==> src/rtl/xvga_sync_decoder.sv <==
// XVGA timing receiver: recovers pixel position from raw hsync/vsync,
// measures line/frame length and reports lock to the expected timing.
module xvga_sync_decoder #(
  parameter bit          SYNC_ACT_LOW = 1'b1,
  parameter int unsigned H_ACTIVE     = 1024,
  parameter int unsigned H_SYNC       = 136,
  parameter int unsigned H_BACK       = 160,
  parameter int unsigned H_TOTAL      = 1344,
  parameter int unsigned H_TOL        = 2,
  parameter int unsigned V_ACTIVE     = 768,
  parameter int unsigned V_SYNC       = 6,
  parameter int unsigned V_BACK       = 29,
  parameter int unsigned V_TOTAL      = 806,
  parameter int unsigned LOCK_FRAMES  = 3
) (
  input  logic        clk,
  input  logic        reset_n,
  input  logic        hsync_in,
  input  logic        vsync_in,
  output logic [10:0] hcount,
  output logic [9:0]  vcount,
  output logic        active,
  output logic        frame_start,
  output logic        locked,
  output logic [11:0] h_total,
  output logic [10:0] v_total,
  output logic        sync_err
);

  localparam int unsigned HPW = 12;
  localparam int unsigned VPW = 11;
  localparam int unsigned HLW = HPW + 1;
  localparam int unsigned VLW = VPW + 1;
  localparam int unsigned GW  = (LOCK_FRAMES > 2) ? $clog2(LOCK_FRAMES) : 1;

  localparam logic [HPW-1:0] H_MAX     = '1;
  localparam logic [VPW-1:0] V_MAX     = '1;
  localparam logic [HPW-1:0] H_WIN_LO  = HPW'(H_SYNC + H_BACK);
  localparam logic [HPW-1:0] H_WIN_HI  = HPW'(H_SYNC + H_BACK + H_ACTIVE - 1);
  localparam logic [VPW-1:0] V_WIN_LO  = VPW'(V_SYNC + V_BACK);
  localparam logic [VPW-1:0] V_WIN_HI  = VPW'(V_SYNC + V_BACK + V_ACTIVE - 1);
  localparam logic [HLW-1:0] H_LEN_MIN = HLW'(H_TOTAL - H_TOL);
  localparam logic [HLW-1:0] H_LEN_MAX = HLW'(H_TOTAL + H_TOL);
  localparam logic [VLW-1:0] V_LEN_EXP = VLW'(V_TOTAL);
  localparam logic [GW-1:0]  GOOD_LAST = GW'(LOCK_FRAMES - 1);

  typedef enum logic [1:0] {
    ST_SEARCH = 2'd0,
    ST_TRACK  = 2'd1,
    ST_LOCKED = 2'd2
  } state_t;

  logic           r_hs_meta, r_hs_sync, r_hs_cur, r_hs_prev, r_hs_rise;
  logic           r_vs_meta, r_vs_sync, r_vs_cur, r_vs_prev, r_vs_rise;
  logic [HPW-1:0] r_h_pos;
  logic [VPW-1:0] r_v_pos;
  logic           r_line_bad;
  state_t         r_state, w_state_nxt;
  logic [GW-1:0]  r_good, w_good_nxt;
  logic           w_err;

  logic [HLW-1:0] w_h_len;
  logic [VLW-1:0] w_v_len;
  logic           w_line_bad;
  logic           w_h_lost;
  logic           w_frame_ok;
  logic           w_in_win;

  // Synchronise, normalise polarity, and detect the assertion edge.
  always_ff @(posedge clk) begin
    if (!reset_n) begin
      r_hs_meta <= SYNC_ACT_LOW;
      r_hs_sync <= SYNC_ACT_LOW;
      r_hs_cur  <= 1'b0;
      r_hs_prev <= 1'b0;
      r_hs_rise <= 1'b0;
      r_vs_meta <= SYNC_ACT_LOW;
      r_vs_sync <= SYNC_ACT_LOW;
      r_vs_cur  <= 1'b0;
      r_vs_prev <= 1'b0;
      r_vs_rise <= 1'b0;
    end else begin
      r_hs_meta <= hsync_in;
      r_hs_sync <= r_hs_meta;
      r_hs_cur  <= r_hs_sync ^ SYNC_ACT_LOW;
      r_hs_prev <= r_hs_cur;
      r_hs_rise <= r_hs_cur & ~r_hs_prev;
      r_vs_meta <= vsync_in;
      r_vs_sync <= r_vs_meta;
      r_vs_cur  <= r_vs_sync ^ SYNC_ACT_LOW;
      r_vs_prev <= r_vs_cur;
      r_vs_rise <= r_vs_cur & ~r_vs_prev;
    end
  end

  assign w_h_len    = {1'b0, r_h_pos} + HLW'(1);
  assign w_v_len    = {1'b0, r_v_pos} + VLW'(1);
  assign w_line_bad = (w_h_len < H_LEN_MIN) || (w_h_len > H_LEN_MAX);
  assign w_h_lost   = (r_h_pos == H_MAX);
  // The line closing at a coincident hs_rise still counts toward this frame.
  assign w_frame_ok = !(r_line_bad || (r_hs_rise && w_line_bad)) && (w_v_len == V_LEN_EXP);
  assign w_in_win   = (r_h_pos >= H_WIN_LO) && (r_h_pos <= H_WIN_HI) &&
                      (r_v_pos >= V_WIN_LO) && (r_v_pos <= V_WIN_HI) && locked;

  // Position counters and line/frame length measurement.
  always_ff @(posedge clk) begin
    if (!reset_n) begin
      r_h_pos     <= '0;
      r_v_pos     <= '0;
      r_line_bad  <= 1'b0;
      h_total     <= '0;
      v_total     <= '0;
      frame_start <= 1'b0;
    end else begin
      if (r_hs_rise) begin
        r_h_pos <= '0;
        h_total <= 12'(w_h_len);
      end else if (!w_h_lost) begin
        r_h_pos <= r_h_pos + HPW'(1);
      end

      if (r_vs_rise) begin
        r_v_pos <= '0;
        v_total <= 11'(w_v_len);
      end else if (r_hs_rise && (r_v_pos != V_MAX)) begin
        r_v_pos <= r_v_pos + VPW'(1);
      end

      if (r_vs_rise) begin
        r_line_bad <= 1'b0;
      end else if (r_hs_rise && w_line_bad) begin
        r_line_bad <= 1'b1;
      end

      frame_start <= r_vs_rise;
    end
  end

  // Display window, one cycle behind the position counters.
  always_ff @(posedge clk) begin
    if (!reset_n) begin
      active <= 1'b0;
      hcount <= '0;
      vcount <= '0;
    end else begin
      active <= w_in_win;
      hcount <= w_in_win ? 11'(r_h_pos - H_WIN_LO) : '0;
      vcount <= w_in_win ? 10'(r_v_pos - V_WIN_LO) : '0;
    end
  end

  always_ff @(posedge clk) begin
    if (!reset_n) begin
      r_state  <= ST_SEARCH;
      r_good   <= '0;
      sync_err <= 1'b0;
      locked   <= 1'b0;
    end else begin
      r_state  <= w_state_nxt;
      r_good   <= w_good_nxt;
      sync_err <= w_err;
      locked   <= (r_state == ST_LOCKED);
    end
  end

  // Lock FSM: count consecutive good frames, drop out on any violation.
  always_comb begin
    w_state_nxt = r_state;
    w_good_nxt  = r_good;
    w_err       = 1'b0;
    case (r_state)
      ST_SEARCH: begin
        if (r_vs_rise) begin
          w_state_nxt = ST_TRACK;
          w_good_nxt  = '0;
        end
      end
      ST_TRACK: begin
        if (w_h_lost) begin
          w_state_nxt = ST_SEARCH;
          w_err       = 1'b1;
        end else if (r_vs_rise) begin
          if (!w_frame_ok) begin
            w_good_nxt = '0;
            w_err      = 1'b1;
          end else if (r_good == GOOD_LAST) begin
            w_state_nxt = ST_LOCKED;
          end else begin
            w_good_nxt = r_good + GW'(1);
          end
        end
      end
      ST_LOCKED: begin
        if (w_h_lost || (r_hs_rise && w_line_bad) || (r_vs_rise && !w_frame_ok)) begin
          w_state_nxt = ST_SEARCH;
          w_err       = 1'b1;
        end
      end
      default: begin
        w_state_nxt = ST_SEARCH;
      end
    endcase
  end

endmodule
==> config.mk <==
export PLATFORM = sky130hd
export DESIGN_NAME = xvga_sync_decoder
export DESIGN_NICKNAME = d
export VERILOG_FILES = /design/src/rtl/xvga_sync_decoder.sv
export SDC_FILE = /design/constraint.sdc
export NUM_CORES = 1
export LEC_CHECK = 0
export CAP_MARGIN = 10
export CORE_AREA = 2 2 82 92
export DETAILED_ROUTE_END_ITERATION = 8
export DIE_AREA = 0 0 84 94
export HOLD_SLACK_MARGIN = 0.06
export PLACE_DENSITY = 0.81
export SYNTH_ARGS = -nofsm -noshare
export SYNTH_HDL_FRONTEND = slang
export SYNTH_SLANG_ARGS = --single-unit
==> constraint.sdc <==
create_clock -name clk -period 3.5 [get_ports clk]
set_input_delay 0.875 -clock clk [delete_from_list [all_inputs] [get_ports clk]]
set_output_delay 0.875 -clock clk [all_outputs]
set_load 0.01 [all_outputs]
======== After elaboration in Yosys (flattened, before gate mapping) ========
Index checks and enable logic that the tools add are counted.
storage, ports and cells
  word-level logic and storage cells ...... 96
  bits of input ports ..................... 4
  flip-flop bits (word level) ............. 86
  output and inout bits ................... 48
cells by class
  mux-type cells .......................... 18
  $add $sub $neg .......................... 7
  equality and inequality tests ........... 14
  order comparisons ....................... 6
  bitwise logic cells ..................... 7
  reduce and logical (&&, ||, !) cells .... 21
operators with widths
  kind                   number
  $mux 2                 11
  $add 12x1->13 const B  1
  $gt 13x11->1 const B   1
  $lt 13x11->1 const B   1
  $add 11x1->12 const B  1
  $add 12x1->12 const B  1
  $eq 12x10->1 const B   1
  $eq 12x12->1 const B   1
  $ge 12x9->1 const B    1
  $le 12x11->1 const B   1
  $ne 3x3->1 const B     4
  $add 11x1->11 const B  1
  $ge 11x6->1 const B    1
  $le 11x10->1 const B   1
  $ne 11x11->1 const B   1
  $sub 11x9->11 const B  1
  $reduce_and 5->1       2
  $sub 10x6->10 const B  1
  $logic_and 1x1->1      8
  $ne 2x2->1 const B     3
  $pmux 2 s3             1
  $not 1->1              5
  $eq 2x2->1 const B     2
  $logic_or 1x1->1       4
  other kinds (12)       18

======== Depth between registers and ports, before layout ========
  word-level depth ........................ 12
  mapped depth ............................ 10
  gate-level depth less buffers ........... 10

======== Least setup slack after synthesis ========
OpenSTA, ideal clock, no wires.
  kind .................................... register to register
  start point ............................. register r_v_pos[0]
  end point ............................... register r_state[0]
  stages on the path, launching flop included .. 11
  data arrival time ....................... 2.326 ns
  required time ........................... 3.380 ns
  period minus slack after synthesis ...... 2.446 ns
  setup time .............................. 0.120 ns
  path buffers ............................ 1
  slack ................................... 1.054 ns
  path through ............................ dfxtp_1 > ha_1 > clkbuf_1 > nand3_1 > nor2_1 > and4_1 > xnor2_1 > nand3_2 > and2_4 > o32a_1 > mux2i_1
between the ends
  cells in the longest elaborated chain, start to end .. 8
  elaborated cells on any way between the ends .. 9
  those cells by class .................... add/sub: 1; eq/ne: 3; reduce/logical: 5
ends and longest elaborated chain
  item                          RTL line  text
  start: declaration            56        logic [VPW-1:0] r_v_pos;
  start signal: assignment      126       r_v_pos <= r_v_pos + VPW'(1);
  $add 11x1->12 *               97        assign w_v_len = {1'b0, r_v_pos} + VLW'(1);
  $eq 12x10->1 *                101       assign w_frame_ok = !(r_line_bad || (r_hs_rise && w_line_bad)) && (w_v_len == V_LEN_EXP);
  $logic_and 1x1->1 *           101
  $logic_not 1->1               194       if (w_h_lost || (r_hs_rise && w_line_bad) || (r_vs_rise && !w_frame_ok)) begin
  $logic_and 1x1->1             194
  $logic_or 1x1->1              194
  $ne 2x1->1 (no line)          n/a
  $reduce_and 5->1 (no line) *  n/a
  end signal: assignment        159       r_state <= w_state_nxt;
  end: declaration              58        state_t r_state, w_state_nxt;
Every way passes the cells marked *; elsewhere a longest branch is shown, timed or not.
A chain may end at the register's enable or synchronous reset.

======== Worst setup path in the final report ========
  start point ............................. register r_v_pos[0]
  end point ............................... register r_good[0]
between the ends
  cells in the longest elaborated chain, start to end .. 7
  elaborated cells on any way between the ends .. 9
  those cells by class .................... add/sub: 1; eq/ne: 2; mux: 4; reduce/logical: 2
ends and longest elaborated chain
  item                    RTL line  text
  $add 11x1->12 *         97
  $eq 12x10->1 *          101
  $logic_and 1x1->1 *     101
  $mux 2                  183       if (!w_frame_ok) begin
  $mux 2                  182       end else if (r_vs_rise) begin
  $mux 2                  179       if (w_h_lost) begin
  $pmux 2 s2              171       case (r_state)
  end signal: assignment  160       r_good <= w_good_nxt;
  end: declaration        59        logic [GW-1:0] r_good, w_good_nxt;
Every way passes the cells marked *; elsewhere a longest branch is shown, timed or not. The select of a mux whose other input is x is not followed.

==> impl_results.md <==
* DRT Wirelength at 7.62 mm
* RSZ-0062 raised after global routing: no
* Fin. Hold Viols at 0
* Die Span X at 84 um
* Clock slew at reported path FFs at 80 ps
* Vias at 2876
* Pin count of the biggest net entering global routing at 29
* Yosys cell types at 51
* WP buf/inv at 0
* Max-Slew Margin vs Limit at 59.4%
* Fraction of the mapped netlist area in compound gates at 10.7%
* Core box area at 0.00693 mm^2
* Avg WL per Cell at 14.1 um
* Startpoint types: register
* Lkg Pwr at 1.62 nW
* Max-cap violations at 0
* Setup Skew at 7.60 ps
* Sequential share of the synthesized area at 46.5%
* Worst hold path depth at 1
* Ys flop type: dfxtp_1
* Mean Syn Cell Area at 8.93 um^2
* Post-Synthesis Cells at 415
* Crit path arrival time at 3120 ps
* CTS buffer count at 9
* # fillers at 559
* R2r startpoint: r_v_pos[0]$_SDFFE_PP0P_
* Clk Latency, worst-skew pair at 360 ps
* Total negative slack at 0 ps
* Synth warnings at 0
* Max Buffers Root-to-Sink at 2
* Synthesized net count at 430
* Simple-gate portion of the synthesized area at 20.9%
* Critical path type: reg -> reg
* CP max FO at 8
* R2r endpoint: r_good[0]$_SDFFE_PN0P_
* CP peak stage delay at 450 ps
* Hold Path End: r_vs_cur$_SDFF_PN0_
* Share of cells above drive strength 1 at 6.15%
* Synth Area in Adders at 3.71%
* Top cell type's share of synthesized area at 46.5%
* Hold wc startpoint: r_vs_sync$_SDFF_PN1_
* Initial antenna violation count at 0
* # rows at 32
* Tightest Pin Transition at 607 ps
* Diodes inserted at 0
* Post-CTS setup buffer count at 0
* GR Util All Layers at 20.5%
* Post-route DRC at 0
* Clk sinks at 86
* Area growth, synth to finish at 20.9%
* Outcome: finished clean
* Initial DRT Pass Iterations at 4
* I/O Buffers at 51
* DP Wirelength at 5.24 mm
* Power density over the cells at 445 mW/mm^2
* Total grt overflow at 0
* Worst hold path class: reg -> reg
* Chip Height at 94 um
* Worst VDD drop at 296 uV
* R2r setup slk at 670 ps
* Die area at 0.00790 mm^2
* Fin cells at 540
* Initial DRC Count at 233
* Final Critical Period at 2830 ps
* Critical Path End Type: register
* Synthesized area at 0.00371 mm^2
* PostCTS Resize Cnt at 0
* Final GP Congestion at 0.928
* Xor-xnor portion of the synthesized cell area at 10.4%
* Ys async rst share at 0%
* Part of the cycle the worst path needs at 80.9%
* Number of flops mapped to enable cells by yosys at 0
* Vias in the first global route at 2713
* First-pass GRT wire length at 13.0 mm
* Crit path cell chain: ha_1 > nand3_1 > nor2_1 > and4_1 > xnor2_1 > nand3_2 > a211oi_2 > o31a_1 > mux2i_1
* CP max-delay cell: dfxtp_1
* Final setup violation count at 0
* CP delay by family, top: simple AND/OR/NAND/NOR gates
* Largest family of logic cells by synthesized area: simple AND/OR/NAND/NOR gates
* DP Cell Count at 524
* Hold buffer count at CTS at 0
* Mux contribution to synthesized area at 2.73%
* Vias per inst at 5.33
* CTS root buf: clkbuf_8
* Worst path required time at 3790 ps
* Max Slew Vio Count at 0
* R2R depth at 9
* Largest cells by area after synthesis: dfxtp_1 (46%), nor2_1 (7.0%), xnor2_1 (5.9%)
* Number of routed nets with antenna violations at 0
* Boundary Pins at 52
* Peak Freq at 353 MHz
* Synthesized flop and latch total at 86
* Htree depth at 3
* Top cell type by total area after synthesis: dfxtp_1
* Nets at 465
* Initial core utilization at 53.5%
* CTS tree: yes
[final cells by class]
type / count / area (um^2) / share of cell area, %
clock buffers: 11 / 141 / 3.16
clock inverters: 5 / 106 / 2.37
inverters: 13 / 48.8 / 1.09
multi-input cells: 283 / 1800 / 40.2
flip-flops and latches: 86 / 1720 / 38.4
well taps: 85 / 106 / 2.37
repair buffers: 57 / 556 / 12.4
[power by group]
part / internal (mW) / switching (mW) / total [mW] / leakage, nW
sequential: 0.997 / 0.0181 / 1.02 / 0.696
clock: 0.495 / 0.349 / 0.844 / 0.120
combinational: 0.0611 / 0.0731 / 0.134 / 0.808
[Yosys cell counts, types with 2 or more instances]
cell / instances
a211oi_1: 19
a21oi_1: 18
and2_1: 7
and3_1: 2
and4_1: 3
and4b_1: 2
buf_2: 7
clkbuf_1: 25
dfxtp_1: 86
ha_1: 11
inv_1: 11
mux2i_1: 9
nand2_1: 27
nand2b_1: 8
nand3_1: 10
nand3b_1: 2
nand4_1: 3
nor2_1: 69
nor2b_1: 9
nor3_1: 9
nor4_1: 2
o211ai_1: 2
o21a_1: 2
o21ai_0: 2
o21ai_1: 3
o32a_1: 2
xnor2_1: 25
xor2_1: 17
[worst max path at each step]
stage                       startpoint                 endpoint  slack, ps  depth (start not counted)
3_3_place_gp                   reset_n     hcount[5]$_SDFF_PN0_        960                          6
3_5_place_dp   r_v_pos[0]$_SDFFE_PP0P_   r_good[1]$_SDFFE_PN0P_        770                          9
5_1_grt        r_v_pos[0]$_SDFFE_PP0P_   r_good[1]$_SDFFE_PN0P_        490                          9
2_1_floorplan  r_v_pos[0]$_SDFFE_PP0P_  r_state[0]$_SDFFE_PN0P_       1050                         10
6_report       r_v_pos[0]$_SDFFE_PP0P_   r_good[0]$_SDFFE_PN0P_        670                          9
4_1_cts        r_v_pos[0]$_SDFFE_PP0P_   r_good[0]$_SDFFE_PN0P_        700                          9
[cell families (layout without fill, tap and decap cells)]
logic type | count (synthesis) | in the layout
adder cells (fa/ha/maj) | 11 | 11
AO/OA/AOI/OAI | 58 | 58
buffers and inverters | 46 | 86
XOR/XNOR | 43 | 43
flip-flops | 86 | 86
AND/OR/NAND/NOR | 160 | 160
multiplexers | 10 | 10
other | 1 | 1
[registers in the layout, indices dropped and copies added (netlist names), 2 cells and up]
| register | cells |
|---|---|
| h_total | 12 |
| hcount | 11 |
| r_good | 2 |
| r_h_pos | 12 |
| r_state | 2 |
| r_v_pos | 11 |
| v_total | 11 |
| vcount | 10 |
[cells in the final DEF (no fill, tap or decap), drive strengths merged, types with 12 or more instances in the layout]
cell and instances:
dfxtp 86, a21oi 18, nand2 27, nor2 69, a211oi 20, xnor2 25, clkdlybuf4s50 51, xor2 18
inv 12
[layer usage]
metal	track usage [%]	vias to the layer above	share of wire, %
met3	3.87	13	4.5
met2	33.0	80	48
met5	0	-	0
li1	-	1443	-
met1	26.9	1340	46
met4	9.01	0	2.0
[per-stage QoR]
stage               utilization [%]  power (mW)  hold WS (ps)  setup slack [ps]  instance area (um^2)
floorplan                         -        1.13           363              1050                  3710
detailed placement             61.1        1.17           370               768                  4230
global route                   64.7        2.07           397               495                  4480
finish                         64.7        1.99           381               669                  4480
CTS                            64.7        2.00           382               702                  4480
global placement               61.1        1.16           365               962                  4230
No activity file was read; power rests on OpenSTA's default activity.
